[src/rtl/bios_host_pkg.sv]
// Shared types and constants for the BIOS byte-stream command protocol.
package bios_host_pkg;

    typedef enum logic [2:0] {
        OP_NOP   = 3'd0,
        OP_BOOT  = 3'd1,
        OP_RST   = 3'd2,
        OP_WRITE = 3'd3,
        OP_READ  = 3'd4
    } bios_op_t;

    localparam int unsigned BYTE_W = 8;
    localparam int unsigned IDX_W  = 3;

    // Lowercase command-word letters
    localparam logic [BYTE_W-1:0] CH_LC_A = 8'h61;
    localparam logic [BYTE_W-1:0] CH_LC_B = 8'h62;
    localparam logic [BYTE_W-1:0] CH_LC_D = 8'h64;
    localparam logic [BYTE_W-1:0] CH_LC_E = 8'h65;
    localparam logic [BYTE_W-1:0] CH_LC_I = 8'h69;
    localparam logic [BYTE_W-1:0] CH_LC_N = 8'h6E;
    localparam logic [BYTE_W-1:0] CH_LC_O = 8'h6F;
    localparam logic [BYTE_W-1:0] CH_LC_P = 8'h70;
    localparam logic [BYTE_W-1:0] CH_LC_R = 8'h72;
    localparam logic [BYTE_W-1:0] CH_LC_S = 8'h73;
    localparam logic [BYTE_W-1:0] CH_LC_T = 8'h74;
    localparam logic [BYTE_W-1:0] CH_LC_W = 8'h77;

    // Reply bytes: acknowledges and error codes
    localparam logic [BYTE_W-1:0] CH_ACK_N = 8'h4E;
    localparam logic [BYTE_W-1:0] CH_ACK_B = 8'h42;
    localparam logic [BYTE_W-1:0] CH_ACK_R = 8'h52;
    localparam logic [BYTE_W-1:0] CH_ACK_W = 8'h57;
    localparam logic [BYTE_W-1:0] CH_ERR_0 = 8'h30;
    localparam logic [BYTE_W-1:0] CH_ERR_E = 8'h45;
    localparam logic [BYTE_W-1:0] CH_ERR_X = 8'h58;

    function automatic logic op_is_valid(input logic [2:0] op);
        return (op <= 3'd4);
    endfunction

    function automatic logic [BYTE_W-1:0] bios_ack(input bios_op_t op);
        case (op)
            OP_NOP:   return CH_ACK_N;
            OP_BOOT:  return CH_ACK_B;
            OP_RST:   return CH_ACK_R;
            OP_WRITE: return CH_ACK_W;
            OP_READ:  return CH_ACK_R;
            default:  return 8'h00;
        endcase
    endfunction

endpackage

[src/rtl/bios_host_if.sv]
// Command, stream and result signals between the host initiator and its peers.
interface bios_host_if;
    logic [2:0] cmd_op;
    logic       cmd_valid;
    logic       cmd_ready;
    logic [7:0] o_data;
    logic       o_valid;
    logic       i_out_ready;
    logic [7:0] i_data;
    logic       i_valid;
    logic       o_in_ready;
    logic       rsp_valid;
    logic       rsp_ok;
    logic [7:0] rsp_code;
    logic       rsp_timeout;
    logic       busy;

    modport master (
        input  cmd_op, cmd_valid, i_out_ready, i_data, i_valid,
        output cmd_ready, o_data, o_valid, o_in_ready,
               rsp_valid, rsp_ok, rsp_code, rsp_timeout, busy
    );

    modport slave (
        output cmd_op, cmd_valid, i_out_ready, i_data, i_valid,
        input  cmd_ready, o_data, o_valid, o_in_ready,
               rsp_valid, rsp_ok, rsp_code, rsp_timeout, busy
    );
endinterface

[src/rtl/bios_cmd_rom.sv]
// Command-word lookup: character at an index, last-character flag and expected ack.
module bios_cmd_rom
    import bios_host_pkg::*;
(
    input  bios_op_t          i_op,
    input  logic [IDX_W-1:0]  i_idx,
    output logic [BYTE_W-1:0] o_char,
    output logic              o_last,
    output logic [BYTE_W-1:0] o_ack
);

    // Pure table decode; unused opcodes/indices yield 0x00
    always_comb begin
        o_char = 8'h00;
        o_last = 1'b0;
        o_ack  = bios_ack(i_op);
        case (i_op)
            OP_NOP: case (i_idx)
                3'd0: o_char = CH_LC_N;
                3'd1: o_char = CH_LC_O;
                3'd2: begin o_char = CH_LC_P; o_last = 1'b1; end
                default: ;
            endcase
            OP_BOOT: case (i_idx)
                3'd0: o_char = CH_LC_B;
                3'd1: o_char = CH_LC_O;
                3'd2: o_char = CH_LC_O;
                3'd3: begin o_char = CH_LC_T; o_last = 1'b1; end
                default: ;
            endcase
            OP_RST: case (i_idx)
                3'd0: o_char = CH_LC_R;
                3'd1: o_char = CH_LC_S;
                3'd2: begin o_char = CH_LC_T; o_last = 1'b1; end
                default: ;
            endcase
            OP_WRITE: case (i_idx)
                3'd0: o_char = CH_LC_W;
                3'd1: o_char = CH_LC_R;
                3'd2: o_char = CH_LC_I;
                3'd3: o_char = CH_LC_T;
                3'd4: begin o_char = CH_LC_E; o_last = 1'b1; end
                default: ;
            endcase
            OP_READ: case (i_idx)
                3'd0: o_char = CH_LC_R;
                3'd1: o_char = CH_LC_E;
                3'd2: o_char = CH_LC_A;
                3'd3: begin o_char = CH_LC_D; o_last = 1'b1; end
                default: ;
            endcase
            default: ;
        endcase
    end

endmodule

[src/rtl/bios_host.sv]
// Host-side BIOS command initiator: send command word, await one-byte reply or timeout.
module bios_host
    import bios_host_pkg::*;
#(
    parameter int unsigned TIMEOUT_CYCLES = 1024
) (
    input  logic         clk,
    input  logic         rst,
    input  logic         clk_en,
    bios_host_if.master  bus
);

    localparam int unsigned CNT_W = $clog2(TIMEOUT_CYCLES);

    typedef enum logic [1:0] {S_IDLE, S_SEND, S_WAIT_RSP} state_t;

    state_t            r_state;
    bios_op_t          r_op;
    logic [IDX_W-1:0]  r_idx;
    logic              r_last;
    logic [CNT_W-1:0]  r_cnt;
    logic              r_cmd_ready;
    logic              r_busy;
    logic [BYTE_W-1:0] r_o_data;
    logic              r_o_valid;
    logic              r_o_in_ready;
    logic              r_rsp_valid;
    logic              r_rsp_ok;
    logic [BYTE_W-1:0] r_rsp_code;
    logic              r_rsp_timeout;

    bios_op_t          w_rom_op;
    logic [IDX_W-1:0]  w_rom_idx;
    logic [BYTE_W-1:0] w_char;
    logic              w_last;
    logic [BYTE_W-1:0] w_ack;

    // In IDLE look up the first char of the incoming opcode, otherwise the next char
    assign w_rom_op  = (r_state == S_IDLE) ? bios_op_t'(bus.cmd_op) : r_op;
    assign w_rom_idx = (r_state == S_IDLE) ? '0 : r_idx + IDX_W'(1);

    bios_cmd_rom u_rom (
        .i_op   (w_rom_op),
        .i_idx  (w_rom_idx),
        .o_char (w_char),
        .o_last (w_last),
        .o_ack  (w_ack)
    );

    // Main FSM with registered outputs; reset overrides clk_en
    always_ff @(posedge clk) begin
        if (!rst) begin
            r_state       <= S_IDLE;
            r_op          <= OP_NOP;
            r_idx         <= '0;
            r_last        <= 1'b0;
            r_cnt         <= '0;
            r_cmd_ready   <= 1'b1;
            r_busy        <= 1'b0;
            r_o_data      <= 8'h00;
            r_o_valid     <= 1'b0;
            r_o_in_ready  <= 1'b0;
            r_rsp_valid   <= 1'b0;
            r_rsp_ok      <= 1'b0;
            r_rsp_code    <= 8'h00;
            r_rsp_timeout <= 1'b0;
        end else if (clk_en) begin
            r_rsp_valid <= 1'b0;
            case (r_state)
                S_IDLE: begin
                    if (bus.cmd_valid) begin
                        if (op_is_valid(bus.cmd_op)) begin
                            r_op        <= w_rom_op;
                            r_idx       <= '0;
                            r_o_data    <= w_char;
                            r_last      <= w_last;
                            r_o_valid   <= 1'b1;
                            r_cmd_ready <= 1'b0;
                            r_busy      <= 1'b1;
                            r_state     <= S_SEND;
                        end else begin
                            r_rsp_valid   <= 1'b1;
                            r_rsp_ok      <= 1'b0;
                            r_rsp_code    <= CH_ERR_E;
                            r_rsp_timeout <= 1'b0;
                        end
                    end
                end
                S_SEND: begin
                    if (bus.i_out_ready) begin
                        if (r_last) begin
                            r_o_valid    <= 1'b0;
                            r_o_in_ready <= 1'b1;
                            r_cnt        <= '0;
                            r_state      <= S_WAIT_RSP;
                        end else begin
                            r_idx    <= w_rom_idx;
                            r_o_data <= w_char;
                            r_last   <= w_last;
                        end
                    end
                end
                S_WAIT_RSP: begin
                    // A reply on the final window cycle beats the timeout
                    if (bus.i_valid) begin
                        r_rsp_valid   <= 1'b1;
                        r_rsp_ok      <= (bus.i_data == w_ack);
                        r_rsp_code    <= bus.i_data;
                        r_rsp_timeout <= 1'b0;
                        r_o_in_ready  <= 1'b0;
                        r_cmd_ready   <= 1'b1;
                        r_busy        <= 1'b0;
                        r_state       <= S_IDLE;
                    end else if (r_cnt == CNT_W'(TIMEOUT_CYCLES - 1)) begin
                        r_rsp_valid   <= 1'b1;
                        r_rsp_ok      <= 1'b0;
                        r_rsp_code    <= 8'h00;
                        r_rsp_timeout <= 1'b1;
                        r_o_in_ready  <= 1'b0;
                        r_cmd_ready   <= 1'b1;
                        r_busy        <= 1'b0;
                        r_state       <= S_IDLE;
                    end else begin
                        r_cnt <= r_cnt + CNT_W'(1);
                    end
                end
                default: r_state <= S_IDLE;
            endcase
        end
    end

    assign bus.cmd_ready   = r_cmd_ready;
    assign bus.busy        = r_busy;
    assign bus.o_data      = r_o_data;
    assign bus.o_valid     = r_o_valid;
    assign bus.o_in_ready  = r_o_in_ready;
    assign bus.rsp_valid   = r_rsp_valid;
    assign bus.rsp_ok      = r_rsp_ok;
    assign bus.rsp_code    = r_rsp_code;
    assign bus.rsp_timeout = r_rsp_timeout;

endmodule

[src/flat_wrapper.sv]
// flat-port wrapper written by rule: the top's interface ports become plain ports
module bios_host_flat import bios_host_pkg::*;
#(
    parameter int unsigned TIMEOUT_CYCLES = 1024
)
  (clk, rst, clk_en, bus_cmd_op, bus_cmd_valid, bus_i_out_ready, bus_i_data, bus_i_valid, bus_cmd_ready, bus_o_data, bus_o_valid, bus_o_in_ready, bus_rsp_valid, bus_rsp_ok, bus_rsp_code, bus_rsp_timeout, bus_busy);
  bios_host_if bus_i ();
  input  logic clk;
  input  logic rst;
  input  logic clk_en;
  input wire logic [$bits(bus_i.cmd_op)-1:0] bus_cmd_op;
  input wire logic [$bits(bus_i.cmd_valid)-1:0] bus_cmd_valid;
  input wire logic [$bits(bus_i.i_out_ready)-1:0] bus_i_out_ready;
  input wire logic [$bits(bus_i.i_data)-1:0] bus_i_data;
  input wire logic [$bits(bus_i.i_valid)-1:0] bus_i_valid;
  output wire logic [$bits(bus_i.cmd_ready)-1:0] bus_cmd_ready;
  output wire logic [$bits(bus_i.o_data)-1:0] bus_o_data;
  output wire logic [$bits(bus_i.o_valid)-1:0] bus_o_valid;
  output wire logic [$bits(bus_i.o_in_ready)-1:0] bus_o_in_ready;
  output wire logic [$bits(bus_i.rsp_valid)-1:0] bus_rsp_valid;
  output wire logic [$bits(bus_i.rsp_ok)-1:0] bus_rsp_ok;
  output wire logic [$bits(bus_i.rsp_code)-1:0] bus_rsp_code;
  output wire logic [$bits(bus_i.rsp_timeout)-1:0] bus_rsp_timeout;
  output wire logic [$bits(bus_i.busy)-1:0] bus_busy;
  assign bus_i.cmd_op = bus_cmd_op;
  assign bus_i.cmd_valid = bus_cmd_valid;
  assign bus_i.i_out_ready = bus_i_out_ready;
  assign bus_i.i_data = bus_i_data;
  assign bus_i.i_valid = bus_i_valid;
  assign bus_cmd_ready = bus_i.cmd_ready;
  assign bus_o_data = bus_i.o_data;
  assign bus_o_valid = bus_i.o_valid;
  assign bus_o_in_ready = bus_i.o_in_ready;
  assign bus_rsp_valid = bus_i.rsp_valid;
  assign bus_rsp_ok = bus_i.rsp_ok;
  assign bus_rsp_code = bus_i.rsp_code;
  assign bus_rsp_timeout = bus_i.rsp_timeout;
  assign bus_busy = bus_i.busy;
  bios_host #(.TIMEOUT_CYCLES(TIMEOUT_CYCLES)) u_core (.clk(clk), .rst(rst), .clk_en(clk_en), .bus(bus_i));
endmodule
[config.mk]
export PLATFORM = sky130hd
export DESIGN_NAME = bios_host_flat
export DESIGN_NICKNAME = d
export VERILOG_FILES = /design/src/rtl/bios_host_pkg.sv /design/src/rtl/bios_host_if.sv /design/src/rtl/bios_cmd_rom.sv /design/src/rtl/bios_host.sv /design/src/flat_wrapper.sv
export SDC_FILE = /design/constraint.sdc
export NUM_CORES = 1
export LEC_CHECK = 0
export ABC_AREA = 1
export ABC_CLOCK_PERIOD_IN_PS = 2500
export BUFFER_PORTS_ARGS = -buffer_cell sky130_fd_sc_hd__buf_4
export CORE_ASPECT_RATIO = 1.1
export CORE_MARGIN = 3
export CORE_UTILIZATION = 57
export DETAILED_ROUTE_END_ITERATION = 6
export PLACE_DENSITY = 0.78
export SLEW_MARGIN = 20
export SYNTH_ARGS = -nofsm -noshare
export SYNTH_HDL_FRONTEND = slang
export SYNTH_HIERARCHICAL = 1
export SYNTH_SLANG_ARGS = --single-unit
[constraint.sdc]
create_clock -name clk -period 2.5 [get_ports clk]
set_input_delay 0.125 -clock clk [delete_from_list [all_inputs] [get_ports clk]]
set_output_delay 0.125 -clock clk [all_outputs]
set_load 0.005 [all_outputs]
# Word level (Yosys, flattened, before mapping)
# Cells that the tools add are included.
# W data, S select, Z words.
# totals
regBits	42
in_bits	17
out_inout_bits	23
wordCells	129
# classes
addsub	2
order_cmp	1
n_eq_ne	21
mux	72
n_reduce_logical	19
# op_table
cell	n
$pmux W7 S5	2
$mux W8	8
$pmux W7 S3	3
$pmux W7 S4	2
$mux W10	4
$pmux W8 S2	2
$mux W1	27
$reduce_and A6 Y1	4
$pmux W10 S2	1
$reduce_and A5 Y1	4
$mux W3	6
$pmux W1 S2	8
$ne A2 B2 Y1 const B	7
$eq A3 B2 Y1 const B	4
$mux W2	6
$add A10 B1 Y10 const B	1
$eq A10 B10 Y1 const B	1
$eq A8 B7 Y1	1
$reduce_or A2 Y1	4
$eq A3 B1 Y1 const B	2
$eq A3 B3 Y1 const B	2
$logic_not A3 Y1	2
$pmux W2 S3	1
$pmux W3 S2	1
10 further kinds	12

# Depth between registers and ports, before layout
# depth
ltp_word	9
ltp_mapped	16
depth_no_buf	15

# Cells and area by module
# The synthesis kept the hierarchy.
# modules_own_cells
module	instances	cells_each	area_per_inst_um2	seq_area_each_um2
bios_host	1	339	2205.9	840.8
bios_cmd_rom	1	90	405.4	0.0

# Least setup slack after synthesis
# OpenSTA, ideal clock, no wires.
# synth_path
kind	reg2reg
startpoint	reg u_core.r_state[0]
endpoint	reg u_core.r_rsp_ok, in the netlist u_core/bus.rsp_ok
setup_time_ns	0.114
arrival_time_ns	1.866
required_ns	2.386
path_slack_ns	0.521
stages_incl_launch_ff	15
n_path_buf	3
synth_period_minus_slack_ns	1.979
cell_sequence	dfxtp_1 > nor2_2 > buf_2 > o21ai_0 > inv_1 > buf_2 > o21ai_0 > buf_4 > nand2_1 > o21ai_0 > nor2_1 > nand3_1 > nor2_1 > nor2_1 > nor2_1
# synth_via
elab_chain_cells	8
elab_cells_between_ends	18
classes_between	eq/ne: 9; mux: 4; reduce/logical: 5
# synth_rtl
element	line	text
start, declared	bios_host.sv:17	state_t r_state;
start signal, assigned	bios_host.sv:53	r_state <= S_IDLE;
start signal, assigned	bios_host.sv:80	r_state <= S_SEND;
start signal, assigned	bios_host.sv:95	r_state <= S_WAIT_RSP;
$logic_not A2 Y1 (*)	bios_host.sv:39	assign w_rom_op = (r_state == S_IDLE) ? bios_op_t'(bus.cmd_op) : r_op;
$mux W3 (*)	bios_host.sv:39	
via u_core.w_rom_op[1]	bios_host.sv:32	bios_op_t w_rom_op;
$eq A3 B3 Y1 or $eq A3 B2 Y1 (tied branches)	bios_host_pkg.sv:43	case (op)
$reduce_or A2 Y1 (no source line)	--	
$pmux W7 S4 (*)	bios_host_pkg.sv:43	
via u_core.w_ack[1]	bios_host.sv:36	logic [BYTE_W-1:0] w_ack;
$eq A8 B7 Y1 (*)	bios_host.sv:107	r_rsp_ok <= (bus.i_data == w_ack);
$mux W1 (*)	bios_host.sv:105	if (bus.i_valid) begin
$pmux W1 S2 (*)	bios_host.sv:69	case (r_state)
end signal, assigned	bios_host.sv:107	
end, declared	bios_host.sv:28	logic r_rsp_ok;
# The timed path passes the listed nets; every way through them passes the cells marked *.
# A chain may end at the register's enable or synchronous reset.

# Worst setup path in the final report
# layout_path
startpoint	reg u_core.r_state[0]
endpoint	reg u_core.r_o_data[3], in the netlist u_core/bus.o_data[3]
# layout_via
elab_chain_cells	9
elab_cells_between_ends	30
classes_between	eq/ne: 13; mux: 11; reduce/logical: 6
# layout_rtl
element	line	text
$logic_not A2 Y1 (*)	bios_host.sv:40	assign w_rom_idx = (r_state == S_IDLE) ? '0 : r_idx + IDX_W'(1);
$mux W3 (*)	bios_host.sv:40	
via u_core.w_rom_idx[2]	bios_host.sv:33	logic [IDX_W-1:0] w_rom_idx;
$eq A3 B2 Y1 or $eq A3 B1 Y1 (tied branches)	bios_cmd_rom.sv:18, bios_cmd_rom.sv:24, bios_cmd_rom.sv:37	
$reduce_or A2 Y1 (no source line)	--	
$pmux W7 S3	bios_cmd_rom.sv:24	OP_BOOT: case (i_idx)
$pmux W7 S5 (*)	bios_cmd_rom.sv:17	case (i_op)
via u_core.w_char[3]	bios_host.sv:34	logic [BYTE_W-1:0] w_char;
$mux W8, on equally long branches	bios_host.sv:91, bios_host.sv:72	
$mux W8, on equally long branches	bios_host.sv:90, bios_host.sv:71	
$pmux W8 S2 (*)	bios_host.sv:69	
end signal, assigned	bios_host.sv:75	r_o_data <= w_char;
end signal, assigned	bios_host.sv:98	r_o_data <= w_char;
end, declared	bios_host.sv:24	logic [BYTE_W-1:0] r_o_data;
# The timed path passes the listed nets; every way through them passes the cells marked *. The select of a mux whose other input is x is not followed.

==> metrics.md <==
| Metric | Value |
|---|---|
| Width of the chip | slightly above 70 µm |
| Mapped Area | roughly 0.0026 mm² |
| Root Buffer | clkbuf_8 |
| Max-cap violation count | 0 |
| TNS Setup | 0 ns |
| Largest family of logic cells by synthesized area | simple AND/OR/NAND/NOR gates |
| Residual DRC | 0 |
| Initial antenna violation count | 0 |
| Via count | around 2,800 |
| Pin count of the biggest net entering global routing | 26 |
| Fin crit period | ~2.3 ns |
| Fillers | between 300 and 400 |
| Diode count | 0 |
| Worst Clk Skew | approximately 0.0084 ns |
| Final hold vios | 0 |
| Die Footprint | around 0.0054 mm² |
| Mean Syn Cell Area | around 6.1 µm² |
| Power Density | 497 mW/mm² |
| Critical path buffers and inverters | 4 |
| Cts bufs inserted | 5 |
| Die height | between 70 and 80 µm |
| Worst EP required | ~2.7 ns |
| Global-route wire length before repair | about 10 mm |
| Clock Sinks | between 40 and 50 |
| Max_slew headroom | between 40% and 50% |
| H-tree depth | 2 |
| DR iter-0 viols | 188 |
| Worst vdd ir | between 0.4 and 0.5 mV |
| Clock latency on the worst-skew pair | approximately 0.29 ns |
| Largest stage delay, worst path | between 0.5 and 0.6 ns |
| CP Launch Type | flip-flop |
| CTS tree | yes |
| GPL Wtd Cong | 0.883 |
| Post-synth top area share | between 30 and 40% |
| Final wirelength | 6.31 mm |
| Area Growth Syn to Fin | 16.1% |
| Async SR Flop Fraction | 0% |
| Ys flop type | dfxtp_1 |
| Crit end category | flip-flop |
| Hold Path Class | primary input to flip-flop |
| Cell with the most instances after synthesis | nand2_1 |
| Synthesized flop and latch total | between 40 and 50 |
| Drt wl/cell | approximately 12 µm |
| Post-Syn Instances | roughly 430 |
| DRT antenna net count | 0 |
| CP delay by family, top | simple AND/OR/NAND/NOR gates |
| P_leak | 1.43 nW |
| DR vias/cell | about 5.3 |
| DP Wirelength | about 4.7 mm |
| Distinct cells, synth | 34 |
| Total grt overflow | 0 |
| Buffers on Ports | 39 |
| Mux cell area share after synthesis | 0% |
| Arrival @ worst endpoint | about 2.5 ns |
| Register clock-pin slew on the reported worst setup and hold paths | 0.08 ns |
| Initial core utilization | about 60% |
| Area of the multi-input gates | 0.00147 mm² |
| Vias in the first global route | 2,492 |
| CP Max Fanout | 12 |
| Top cells by count, synth | 106 x nand2_1, 77 x nor2_1, 58 x inv_1, 42 x dfxtp_1, 30 x o21ai_0 |
| Layout cells sized above 1 | around 16% |
| Reg area | between 800 and 900 µm² |
| TritonRoute pass-1 iters | 5 |
| Post-Synth XOR/XNOR Area | 1.68% |
| CP Cell Sequence | nor2_4 -> buf_4 -> buf_4 -> nor2_1 -> inv_1 -> nand3_1 -> inv_1 -> o21ai_0 -> nand2_1 -> o21ai_0 -> nor2_1 |
| Sequential fraction of the synthesis area | between 30% and 40% |
| Longest Clk Path Bufs | 2 |
| Fin crit share | 90.9% |
| Post-Synth Adder-Cell Area | less than 1% |
| Global Route Usage Sum | 23.0% |
| Row count | 25 |
| Worst slew pin tran | 0.804 ns |
| Simple-Gate Fraction of Synth Area | ~40% |
| Slowest cell on crit path | dfxtp_1 |
| Crit Path Category | flip-flop to flip-flop |
| Synth top area cells | dfxtp_1 32%, nand2_1 15%, nor2_1 11% |
| Final setup viols | 0 |
| Post-synthesis compound-gate area fraction | between 10% and 20% |
| Yosys top cell by area | dfxtp_1 |
| Post-synth EDFFs | 0 |
| Total power draw | 1.51 mW |
| Max Clk Rate | 440 MHz |
| Slew Limit Fails | 0 |
| Warnings, synthesis | 6 |
| Io pins | 40 |
| CORE AREA | 0.00435 mm² |
| Final #Nets | roughly 490 |
| Status | complete, no violations |
| Hold_buf cts | 0 |
==> worst paths after layout <==
kind                                from                     end  slack, ns  cells past startpoint
setup / recovery       u_core/r_state[0]    u_core/bus.o_data[3]       0.23                     11
hold / removal                       rst    u_core/bus.cmd_ready       0.12                      2
setup reg to reg       u_core/r_state[0]    u_core/bus.o_data[3]       0.23                     11
hold reg to reg   u_core/bus.rsp_code[4]  u_core/bus.rsp_code[4]       0.47                      2
==> cell type report <==
cell class              count  share of cell area [%]
clock buffers               6                    2.72
clock inverters             2                   0.413
inverters                  63                    7.88
multi-input cells         314                    48.6
flip-flops and latches     42                    27.7
well taps                  54                    2.23
repair buffers             42                    10.4
==> repair_timing <==
action / in CTS / in global routing
gates resized for setup: 0 / 3
setup buffers: 0 / 3
setup endpoints to repair: 0 / 5
==> per-layer routing <==
metal	global-route usage [%]	up-vias	share of wire, %
met3	3.93	13	4.5
met5	0	-	0
met2	39.9	73	49
met1	27.7	1250	45
met4	9.59	0	2.0
li1	-	1417	-
==> metrics by stage <==
stage	hold slack [ns]	instances	worst slack (ns)	util (%)	area, µm²
final	0.122	523	0.227	69.7	3030
after detailed placement	0.431	511	0.121	66.6	2900
after global routing	0.140	523	-0.00913	69.7	3030
after global placement	0.425	511	0.234	66.6	2900
after CTS	0.116	519	0.0768	68.8	2990
after floorplan	0.261	431	0.521	-	2620
==> flip-flops by register name, summed over array words and instances, names as in the netlist, 2 cells and up <==
signal and flops:
u_core/bus.rsp_code 8, u_core/r_state 2, u_core/r_op 3, u_core/r_cnt 10, u_core/r_idx 3, u_core/bus.o_data 8
==> where the power goes <==
group          leakage [nW]  total (mW)  switching [mW]  internal [mW]
registers             0.341       0.717          0.0197          0.698
clock network        0.0472       0.460           0.238          0.222
logic                  1.04       0.330           0.204          0.126
==> cells in the final DEF, fill, tap and decap left out <==
| cell type | netlist | layout |
|---|---|---|
| nand2_2 | 6 | 6 |
| conb_1 | 1 | 3 |
| clkinv_2 | 0 | 1 |
| nand3b_2 | 1 | 1 |
| nor2_4 | 3 | 5 |
| or2_2 | 1 | 1 |
| a21oi_2 | 1 | 1 |
| clkbuf_8 | 0 | 6 |
| ha_1 | 2 | 2 |
| o21ai_0 | 30 | 29 |
| a21oi_4 | 1 | 1 |
| dfxtp_1 | 42 | 42 |
| inv_1 | 58 | 58 |
| nand3_1 | 27 | 27 |
| inv_4 | 1 | 1 |
| a21o_1 | 1 | 1 |
| xor2_1 | 1 | 1 |
| o22ai_1 | 1 | 1 |
| xnor2_1 | 4 | 4 |
| nand4_1 | 10 | 10 |
| nor3b_1 | 1 | 1 |
| inv_2 | 3 | 3 |
| nor2_2 | 6 | 5 |
| nor2_1 | 77 | 77 |
| clkinv_1 | 1 | 1 |
| buf_4 | 5 | 42 |
| o211ai_1 | 1 | 1 |
| a21oi_1 | 26 | 26 |
| nand2_1 | 106 | 106 |
| clkinvlp_4 | 0 | 1 |
| o21ai_2 | 1 | 1 |
| o21bai_1 | 1 | 1 |
| o21ai_1 | 0 | 1 |
| nor3_1 | 1 | 1 |
| nand2_4 | 1 | 1 |
==> worst register-to-register path, delay by kind of cell (launching register included) <==
kind | cells | cell delay [ns]
buf+inv | 4 | 0.57
simple gates | 5 | 0.68
flops | 1 | 0.55
compound gates | 2 | 0.37
==> kinds of logic after synthesis <==
logic type	Yosys count
and+or+nand+nor	240
buffers and inverters	76
AOI/OAI and AO/OA	63
DFF	42
xor gates and xnor gates	5
adders and majority gates	2
other	1
Note: power is estimated with default switching activity, not from simulation.
